## config.mk

```make
export PLATFORM = sky130hd
export DESIGN_NAME = wb_arbiter2
export DESIGN_NICKNAME = d
export VERILOG_FILES = /design/src/rtl/wb_arbiter2.sv
export SDC_FILE = /design/constraint.sdc
export NUM_CORES = 1
export LEC_CHECK = 0
export BUFFER_PORTS_ARGS = -buffer_cell sky130_fd_sc_hd__clkbuf_2
export CAP_MARGIN = 30
export CORE_AREA = 2 2 121 123
export DETAILED_ROUTE_END_ITERATION = 12
export DIE_AREA = 0 0 123 125
export PLACE_DENSITY = 0.53
export SYNTH_ARGS = -nofsm -noshare
export SYNTH_HDL_FRONTEND = slang
export SYNTH_SLANG_ARGS = --single-unit
```

## constraint.sdc

```tcl
create_clock -name clock -period 2.2 [get_ports clock]
set_clock_uncertainty 0.2 [all_clocks]
set_input_delay 0.33 -clock clock [delete_from_list [all_inputs] [get_ports clock]]
set_output_delay 0.33 -clock clock [all_outputs]
set_load 0.005 [all_outputs]
```

## src/rtl/wb_arbiter2.sv

```systemverilog
// rtl/wb_arbiter2.sv - two-master Wishbone arbiter, round-robin, cyc-locked grant, bus watchdog
module wb_arbiter2 #(
   parameter int addr_width     = 32,
   parameter int data_width     = 32,
   parameter int strobe_width   = data_width / 8,
   parameter int timeout_cycles = 255
) (
   input  logic                    clock,
   input  logic                    reset,

   input  logic [addr_width-1:0]   m0_wb_adr,
   input  logic [data_width-1:0]   m0_wb_datwr,
   input  logic [strobe_width-1:0] m0_wb_sel,
   input  logic                    m0_wb_we,
   input  logic                    m0_wb_stb,
   input  logic                    m0_wb_cyc,
   output logic [data_width-1:0]   m0_wb_datrd,
   output logic                    m0_wb_ack,

   input  logic [addr_width-1:0]   m1_wb_adr,
   input  logic [data_width-1:0]   m1_wb_datwr,
   input  logic [strobe_width-1:0] m1_wb_sel,
   input  logic                    m1_wb_we,
   input  logic                    m1_wb_stb,
   input  logic                    m1_wb_cyc,
   output logic [data_width-1:0]   m1_wb_datrd,
   output logic                    m1_wb_ack,

   output logic [addr_width-1:0]   s_wb_adr,
   output logic [data_width-1:0]   s_wb_datwr,
   output logic [strobe_width-1:0] s_wb_sel,
   output logic                    s_wb_we,
   output logic                    s_wb_stb,
   output logic                    s_wb_cyc,
   input  logic [data_width-1:0]   s_wb_datrd,
   input  logic                    s_wb_ack,

   output logic [1:0]              grant
);

   typedef enum logic [1:0] {
      IDLE = 2'd0,
      OWN0 = 2'd1,
      OWN1 = 2'd2
   } state_t;

   localparam bit wd_enable = (timeout_cycles > 0);
   localparam int cnt_width = (timeout_cycles > 0) ? $clog2(timeout_cycles + 1) : 1;
   localparam logic [cnt_width-1:0] wd_limit = cnt_width'(timeout_cycles);

   state_t                 state_q;
   state_t                 state_d;
   logic                   last_grant_q;
   logic                   last_grant_d;
   logic [cnt_width-1:0]   wd_cnt_q;
   logic [cnt_width-1:0]   wd_cnt_d;

   logic                    owned;
   logic [addr_width-1:0]   own_adr;
   logic [data_width-1:0]   own_datwr;
   logic [strobe_width-1:0] own_sel;
   logic                    own_we;
   logic                    own_stb;
   logic                    own_cyc;

   logic                    wd_fire;
   logic                    slave_stb;
   logic                    slave_cyc;
   logic                    ack_fwd;
   logic                    bus_ack;
   logic [data_width-1:0]   bus_datrd;

   // State register
   always_ff @(posedge clock) begin
      if (reset) begin
         state_q      <= IDLE;
         last_grant_q <= 1'b1;
         wd_cnt_q     <= '0;
      end else begin
         state_q      <= state_d;
         last_grant_q <= last_grant_d;
         wd_cnt_q     <= wd_cnt_d;
      end
   end

   // Next-state: a tie goes to the master that did not own the bus last
   always_comb begin
      state_d      = state_q;
      last_grant_d = last_grant_q;
      case (state_q)
         IDLE: begin
            if (m0_wb_cyc && m1_wb_cyc) begin
               if (last_grant_q) begin
                  state_d      = OWN0;
                  last_grant_d = 1'b0;
               end else begin
                  state_d      = OWN1;
                  last_grant_d = 1'b1;
               end
            end else if (m0_wb_cyc) begin
               state_d      = OWN0;
               last_grant_d = 1'b0;
            end else if (m1_wb_cyc) begin
               state_d      = OWN1;
               last_grant_d = 1'b1;
            end
         end
         OWN0: begin
            if (!m0_wb_cyc) state_d = IDLE;
         end
         OWN1: begin
            if (!m1_wb_cyc) state_d = IDLE;
         end
         default: state_d = IDLE;
      endcase
   end

   // Owner select: the bus follows whichever master holds the grant
   always_comb begin
      owned     = 1'b0;
      own_adr   = '0;
      own_datwr = '0;
      own_sel   = '0;
      own_we    = 1'b0;
      own_stb   = 1'b0;
      own_cyc   = 1'b0;
      case (state_q)
         OWN0: begin
            owned     = 1'b1;
            own_adr   = m0_wb_adr;
            own_datwr = m0_wb_datwr;
            own_sel   = m0_wb_sel;
            own_we    = m0_wb_we;
            own_stb   = m0_wb_stb & m0_wb_cyc;
            own_cyc   = m0_wb_cyc;
         end
         OWN1: begin
            owned     = 1'b1;
            own_adr   = m1_wb_adr;
            own_datwr = m1_wb_datwr;
            own_sel   = m1_wb_sel;
            own_we    = m1_wb_we;
            own_stb   = m1_wb_stb & m1_wb_cyc;
            own_cyc   = m1_wb_cyc;
         end
         default: ;
      endcase
   end

   // Watchdog terminates the access in place of the slave and drops the slave cycle for that beat
   assign wd_fire   = wd_enable && owned && own_stb && (wd_cnt_q == wd_limit);
   assign slave_stb = own_stb & ~wd_fire;
   assign slave_cyc = own_cyc & ~wd_fire;
   assign ack_fwd   = s_wb_ack & slave_stb;
   assign bus_ack   = ack_fwd | wd_fire;
   assign bus_datrd = wd_fire ? {data_width{1'b1}} : s_wb_datrd;

   always_comb begin
      if (!wd_enable || !owned || !own_stb || s_wb_ack || wd_fire) begin
         wd_cnt_d = '0;
      end else begin
         wd_cnt_d = wd_cnt_q + cnt_width'(1);
      end
   end

   // Outputs: IDLE drives everything to zero; the non-owner never sees ack or data
   always_comb begin
      s_wb_adr    = '0;
      s_wb_datwr  = '0;
      s_wb_sel    = '0;
      s_wb_we     = 1'b0;
      s_wb_stb    = 1'b0;
      s_wb_cyc    = 1'b0;
      m0_wb_ack   = 1'b0;
      m0_wb_datrd = '0;
      m1_wb_ack   = 1'b0;
      m1_wb_datrd = '0;
      grant       = 2'b00;
      case (state_q)
         OWN0: begin
            s_wb_adr    = own_adr;
            s_wb_datwr  = own_datwr;
            s_wb_sel    = own_sel;
            s_wb_we     = own_we;
            s_wb_stb    = slave_stb;
            s_wb_cyc    = slave_cyc;
            m0_wb_ack   = bus_ack;
            m0_wb_datrd = bus_datrd;
            grant       = 2'b01;
         end
         OWN1: begin
            s_wb_adr    = own_adr;
            s_wb_datwr  = own_datwr;
            s_wb_sel    = own_sel;
            s_wb_we     = own_we;
            s_wb_stb    = slave_stb;
            s_wb_cyc    = slave_cyc;
            m1_wb_ack   = bus_ack;
            m1_wb_datrd = bus_datrd;
            grant       = 2'b10;
         end
         default: ;
      endcase
   end

endmodule

```

# ---- Yosys cells after proc, flatten, opt, wreduce, memory -nomap -nowiden
# Index checks and enable logic that the tools add are counted.
# W data, S select, Z words.
dict set report classes {
  muxes 30
  div 0
  reduce_logical 14
  add_sub_neg 1
  n_eq_ne 6
  magnitude_cmp 0
  n_bitwise 7
  n_mul 0
  n_shift 0
}
# cell count
set op_table {}
lappend op_table {{$mux W32} 7}
lappend op_table {{$mux W2} 6}
lappend op_table {{$mux W1} 11}
lappend op_table {{$add A8 B1 Y8 const B} 1}
lappend op_table {{$eq A8 B8 Y1 const B} 1}
lappend op_table {{$mux W4} 2}
lappend op_table {{$pmux W2 S3} 1}
lappend op_table {{$and A1 B1 Y1} 5}
lappend op_table {{$ne A2 B2 Y1 const B} 2}
lappend op_table {{$ne A4 B4 Y1 const B} 1}
lappend op_table {{$pmux W1 S2} 2}
lappend op_table {{$pmux W2 S2} 1}
lappend op_table {{$reduce_or A2 Y1} 2}
lappend op_table {{$logic_and A1 B1 Y1} 3}
lappend op_table {{$logic_or A1 B1 Y1} 3}
lappend op_table {{$reduce_and A3 Y1} 1}
lappend op_table {{$reduce_bool A3 Y1} 1}
lappend op_table {{$eq A2 B1 Y1 const B} 1}
lappend op_table {{$eq A2 B2 Y1 const B} 1}
lappend op_table {{$logic_not A1 Y1} 2}
lappend op_table {{$logic_not A2 Y1} 1}
lappend op_table {{$reduce_and A2 Y1} 1}
lappend op_table {{$not A1 Y1} 1}
lappend op_table {{$or A1 B1 Y1} 1}
dict set report word_totals {
  latchBits 0
  ram_bits 0
  rom_bits 0
  word_cells 61
  regBits 11
  memories 0
}

# ---- Longest topological paths before layout
dict set report depth {
  depth_word 10
  mapped_depth 8
  ltp_nobuf 5
}

# ---- Worst setup path before layout
# OpenSTA, ideal clock, no wires.
dict set report synth_timing {
  kind {reg-to-output}
  startpoint {reg state_q[0]}
  endpoint {out m0_wb_datrd[10]}
  path_slack_ps -2
  arrival_time_ps 1672
  t_required_ps 1670
  stages_incl_launch_ff 9
  cell_sequence {dfxtp_1 > inv_1 > ha_1 > buf_2 > nand4_1 > a211oi_2 > buf_4 > buf_6 > o21a_1}
}
dict set report synth_via {
  elab_chain_len 7
}
# element line_no
set synth_rtl {}
lappend synth_rtl {{from (decl)} 51} ;# state_t state_q;
lappend synth_rtl {{from (signal assigned)} 80} ;# state_q <= state_d;
lappend synth_rtl {{$eq A2 B2 Y1 / $eq A2 B1 Y1 (equally long branches)} {127, 179}}
lappend synth_rtl {{$reduce_or A2 Y1 (no source line)} -}
lappend synth_rtl {{$mux W1} 127} ;# case (state_q)
lappend synth_rtl {{$logic_and A1 B1 Y1 (2 in a row)} 151} ;# assign wd_fire = wd_enable && owned && own_stb && (wd_cnt_q == wd_limit);
lappend synth_rtl {{$mux W32} 156} ;# assign bus_datrd = wd_fire ? {data_width{1'b1}} : s_wb_datrd;
lappend synth_rtl {{$mux W32 (*)} 179} ;# case (state_q)
lappend synth_rtl {{to (decl)} 17} ;# output logic [data_width-1:0] m0_wb_datrd,
# Mark *: on every way between the ends. The rest lies on a longest branch, timed or not.

# ---- Worst setup path after layout
dict set report layout_timing {
  startpoint {reg state_q[0]}
  endpoint {out m1_wb_datrd[29]}
}
dict set report layout_via {
  elab_chain_len 7
}
# element line_no
set layout_rtl {}
lappend layout_rtl {{$eq A2 B2 Y1 / $eq A2 B1 Y1 (equally long branches)} {127, 179}}
lappend layout_rtl {{$reduce_or A2 Y1 (no source line)} -}
lappend layout_rtl {{$mux W1} 127}
lappend layout_rtl {{$logic_and A1 B1 Y1 (2 in a row)} 151}
lappend layout_rtl {{$mux W32} 156}
lappend layout_rtl {{$mux W32 (*)} 179}
lappend layout_rtl {{to (decl)} 26} ;# output logic [data_width-1:0] m1_wb_datrd,
# Marked as above.

==> results.json <==
{
  "synthMostInstantiatedCell": "nor2b_1",
  "synthesis.yosys.warnings": 0,
  "detail_route.vias_per_cell": 4.21,
  "grt_pass1_vias": 2977,
  "hpwl_mm": 8.15,
  "grt-ovfl-total": 0,
  "synthArstFlopShare_pct": 0,
  "power.internal_w": 0.00115,
  "port_buffers": 315,
  "seq_area_sq_um": 223,
  "wirelength_mm": 11.9,
  "whs_ps": 111,
  "cts_buffers": 3,
  "place_inst": 787,
  "drive_gt1_share_pct": 59.9,
  "path_cells": "inv_2 -> ha_4 -> nand4_1 -> a211oi_4 -> buf_6 -> buf_8 -> clkbuf_16 -> o21a_1 -> clkbuf_2",
  "fin_cells": 820,
  "cts_tree": "built",
  "ys_seq_elements": 11,
  "wire_per_inst_um": 14.5,
  "ys.flop_type": "dfxtp_1",
  "synth_nets": 483,
  "nNetsFinal": 818,
  "slew_headroom_pct": 74.0,
  "yosys-top-cells-count": "nor2b_1 (71), mux2i_1 (69), o21a_1 (66), buf_2 (13), clkbuf_1 (12)",
  "synth.area.top_cells": "mux2i_1 (29%), o21a_1 (21%), nor2b_1 (19%)",
  "min_period_over_period_pct": 115,
  "rows": 44,
  "die-area_sq_um": 15400,
  "die_width_um": 123,
  "rrSetupSlack_ps": 40,
  "synth_area_leader_cell": "mux2i_1",
  "pwr-share-clk_pct": 18.2,
  "core_area_sq_um": 14200,
  "vdd_drop_max_mv": 0.250,
  "drc_errors": 0,
  "r2r-start": "state_q[0]",
  "grt_max_degree": 48,
  "worstHoldStart": "reset",
  "p_sw_w": 0.000636,
  "finalSetupTns_ps": -19780,
  "die_height_um": 125,
  "fill_cells": 1513,
  "crit_fanout": 8,
  "drv_cap": 0,
  "r2r_end": "wd_cnt_q[7]",
  "hold_depth": 2,
  "synth_edf_count": 0,
  "multiInputGateArea_sq_um": 2040,
  "n_antenna_cell": 0,
  "p_sw_share_pct": 35.5,
  "tritoncts_num_sinks": 11,
  "htreeDepth": 1,
  "p_per_area_nw_per_um2": 363,
  "pwr-share-comb_pct": 69.9,
  "hold_end": "state_q[1]",
  "vias": 3450,
  "grt_first_pass_wirelength_mm": 15.4,
  "timing.final.crit_period_ps": 2520,
  "leakage_nw": 2.49,
  "critPathKind": "reg -> out",
  "rsz0062_at_grt": "yes",
  "worstHoldPathType": "in -> reg",
  "cts_root_buffer": "clkbuf_16",
  "crit_path_start_kind": "flop",
  "grt_use_total_pct": 12.5,
  "ios": 316,
  "max_freq_ghz": 0.397,
  "postSynthAreaPerCell_sq_um": 7.80,
  "synth_top_area_share_pct": 29.3,
  "yosysUniqueCellTypes": 32,
  "p_seq_share_pct": 11.9,
  "start_util_pct": 16.6,
  "slew_violations": 0,
  "utilization_pct": 34.7,
  "cpPeakStageDelay_ps": 330,
  "finalSetupViolCount": 93,
  "violations": "setup timing",
  "drtPass1Iterations": 4,
  "clk_path_buf_depth": 2,
  "antenna_found_initial": 0,
  "worstPathArrival_ps": 1990,
  "status": "complete, but fails checks",
  "drt_iter0_drc": 51,
  "ant_nets": 0,
  "insertion_delay_ps": 230,
  "cp.required_ps": 1670,
  "crit_path_end_kind": "output pin",
  "synthCells": 302,
  "place_congestion": 0.717,
  "rr_worst_depth": 10,
  "setup_slack_ps": -321,
  "cts_hold_buffers": 0,
  "clk_transition_reported_paths_ps": 40,
  "critPathSlowestCell": "dfxtp_2",
  "hold_viol": 0,
  "worstMarginPinSlew_ps": 390,
  "ys_seq_area_share_pct": 9.35,
  "syn-cell-area_sq_um": 2350,
  "syn2layout_area_growth_pct": 109
}
==> kinds of logic after synthesis <==
logic type | after synthesis | share of synthesized area, %
xor+xnor | 3 | 1.12
flops | 11 | 9.35
compound gates | 85 | 26.3
mux | 69 | 29.3
simple gates | 95 | 24.3
fa+ha+maj | 4 | 2.13
buf+inv | 35 | 7.44
==> metal layers <==
layer | vias up | global-route usage (%) | share of wire [%]
met5 | - | 0 | 0
li1 | 1742 | - | -
met3 | 4 | 1.23 | 6.9
met4 | 0 | 1.47 | 0.57
met2 | 180 | 25.5 | 53
met1 | 1524 | 14.0 | 39
==> sequential cells by signal, indices dropped and copies added, names as in the netlist <==
signal / count
last_grant_q: 1
wd_cnt_q: 8
state_q: 2
==> how the worst max path moves through the flow <==
| stage | startpoint | end | cells after the start |
|---|---|---|---|
| after CTS | state_q[0] | m1_wb_datrd[14] | 9 |
| after global routing | state_q[0] | m1_wb_datrd[29] | 9 |
| final | state_q[0] | m1_wb_datrd[29] | 9 |
| after floorplan | state_q[0] | m0_wb_datrd[10] | 8 |
| after global placement | state_q[1] | m0_wb_ack | 7 |
| after detailed placement | state_q[0] | m1_wb_datrd[28] | 7 |
==> area by class of cell <==
cell class	count	share of cell area (%)
clock buffer	4	1.60
inverter	4	0.305
multi-input combinational	256	41.3
sequential	11	4.52
tap	184	4.67
timing repair buffer	361	47.6
==> critical path: cells and delay by family (launching register included) <==
| family | cells | cell delay [ps] |
|---|---|---|
| AND/OR/NAND/NOR | 1 | 160 |
| flip-flops | 1 | 330 |
| buffers and inverters | 5 | 600 |
| adder cells (fa/ha/maj) | 1 | 270 |
| AO/OA/AOI/OAI | 2 | 390 |
==> per-stage QoR <==
step	setup WS (ps)	total power, W	cell area (sq um)
final	-321	0.00179	4930
after global routing	-410	0.00192	4930
after CTS	-266	0.00171	4610
after detailed placement	-89.5	0.00130	4180
after global placement	-74.9	0.00130	4180
after floorplan	7.99	0.000768	2360
==> power by group through the flow <==
stage	logic, W	registers [W]	clock network [W]
finish	0.00125	0.000213	0.000326
global route	0.00136	0.000214	0.000341
CTS	0.00117	0.000213	0.000329
detailed placement	0.00108	0.000214	0
global placement	0.00109	0.000214	0
floorplan	0.000553	0.000215	0
==> layout by cell type, fill, tap and decap left out, types with 5 or more instances in the layout <==
cell type | netlist | final
a21oi_1 | 6 | 6
mux2i_2 | 0 | 7
o21ai_0 | 5 | 5
buf_4 | 1 | 15
o21a_1 | 66 | 66
nor2_1 | 6 | 5
buf_6 | 3 | 6
clkbuf_2 | 1 | 255
mux2i_1 | 69 | 62
dfxtp_1 | 11 | 9
buf_12 | 0 | 9
nor2b_1 | 71 | 71
nand4_1 | 5 | 5
buf_16 | 0 | 8
buf_2 | 13 | 60
clkbuf_16 | 0 | 8
==> what timing repair did <==
item,4_1_cts,5_1_grt
setup endpoints to repair,136,137
gates cloned,8,6
setup buffers,9,7
resized for setup,19,81
pin swaps,4,6
No activity file was read; power rests on OpenSTA's default activity.
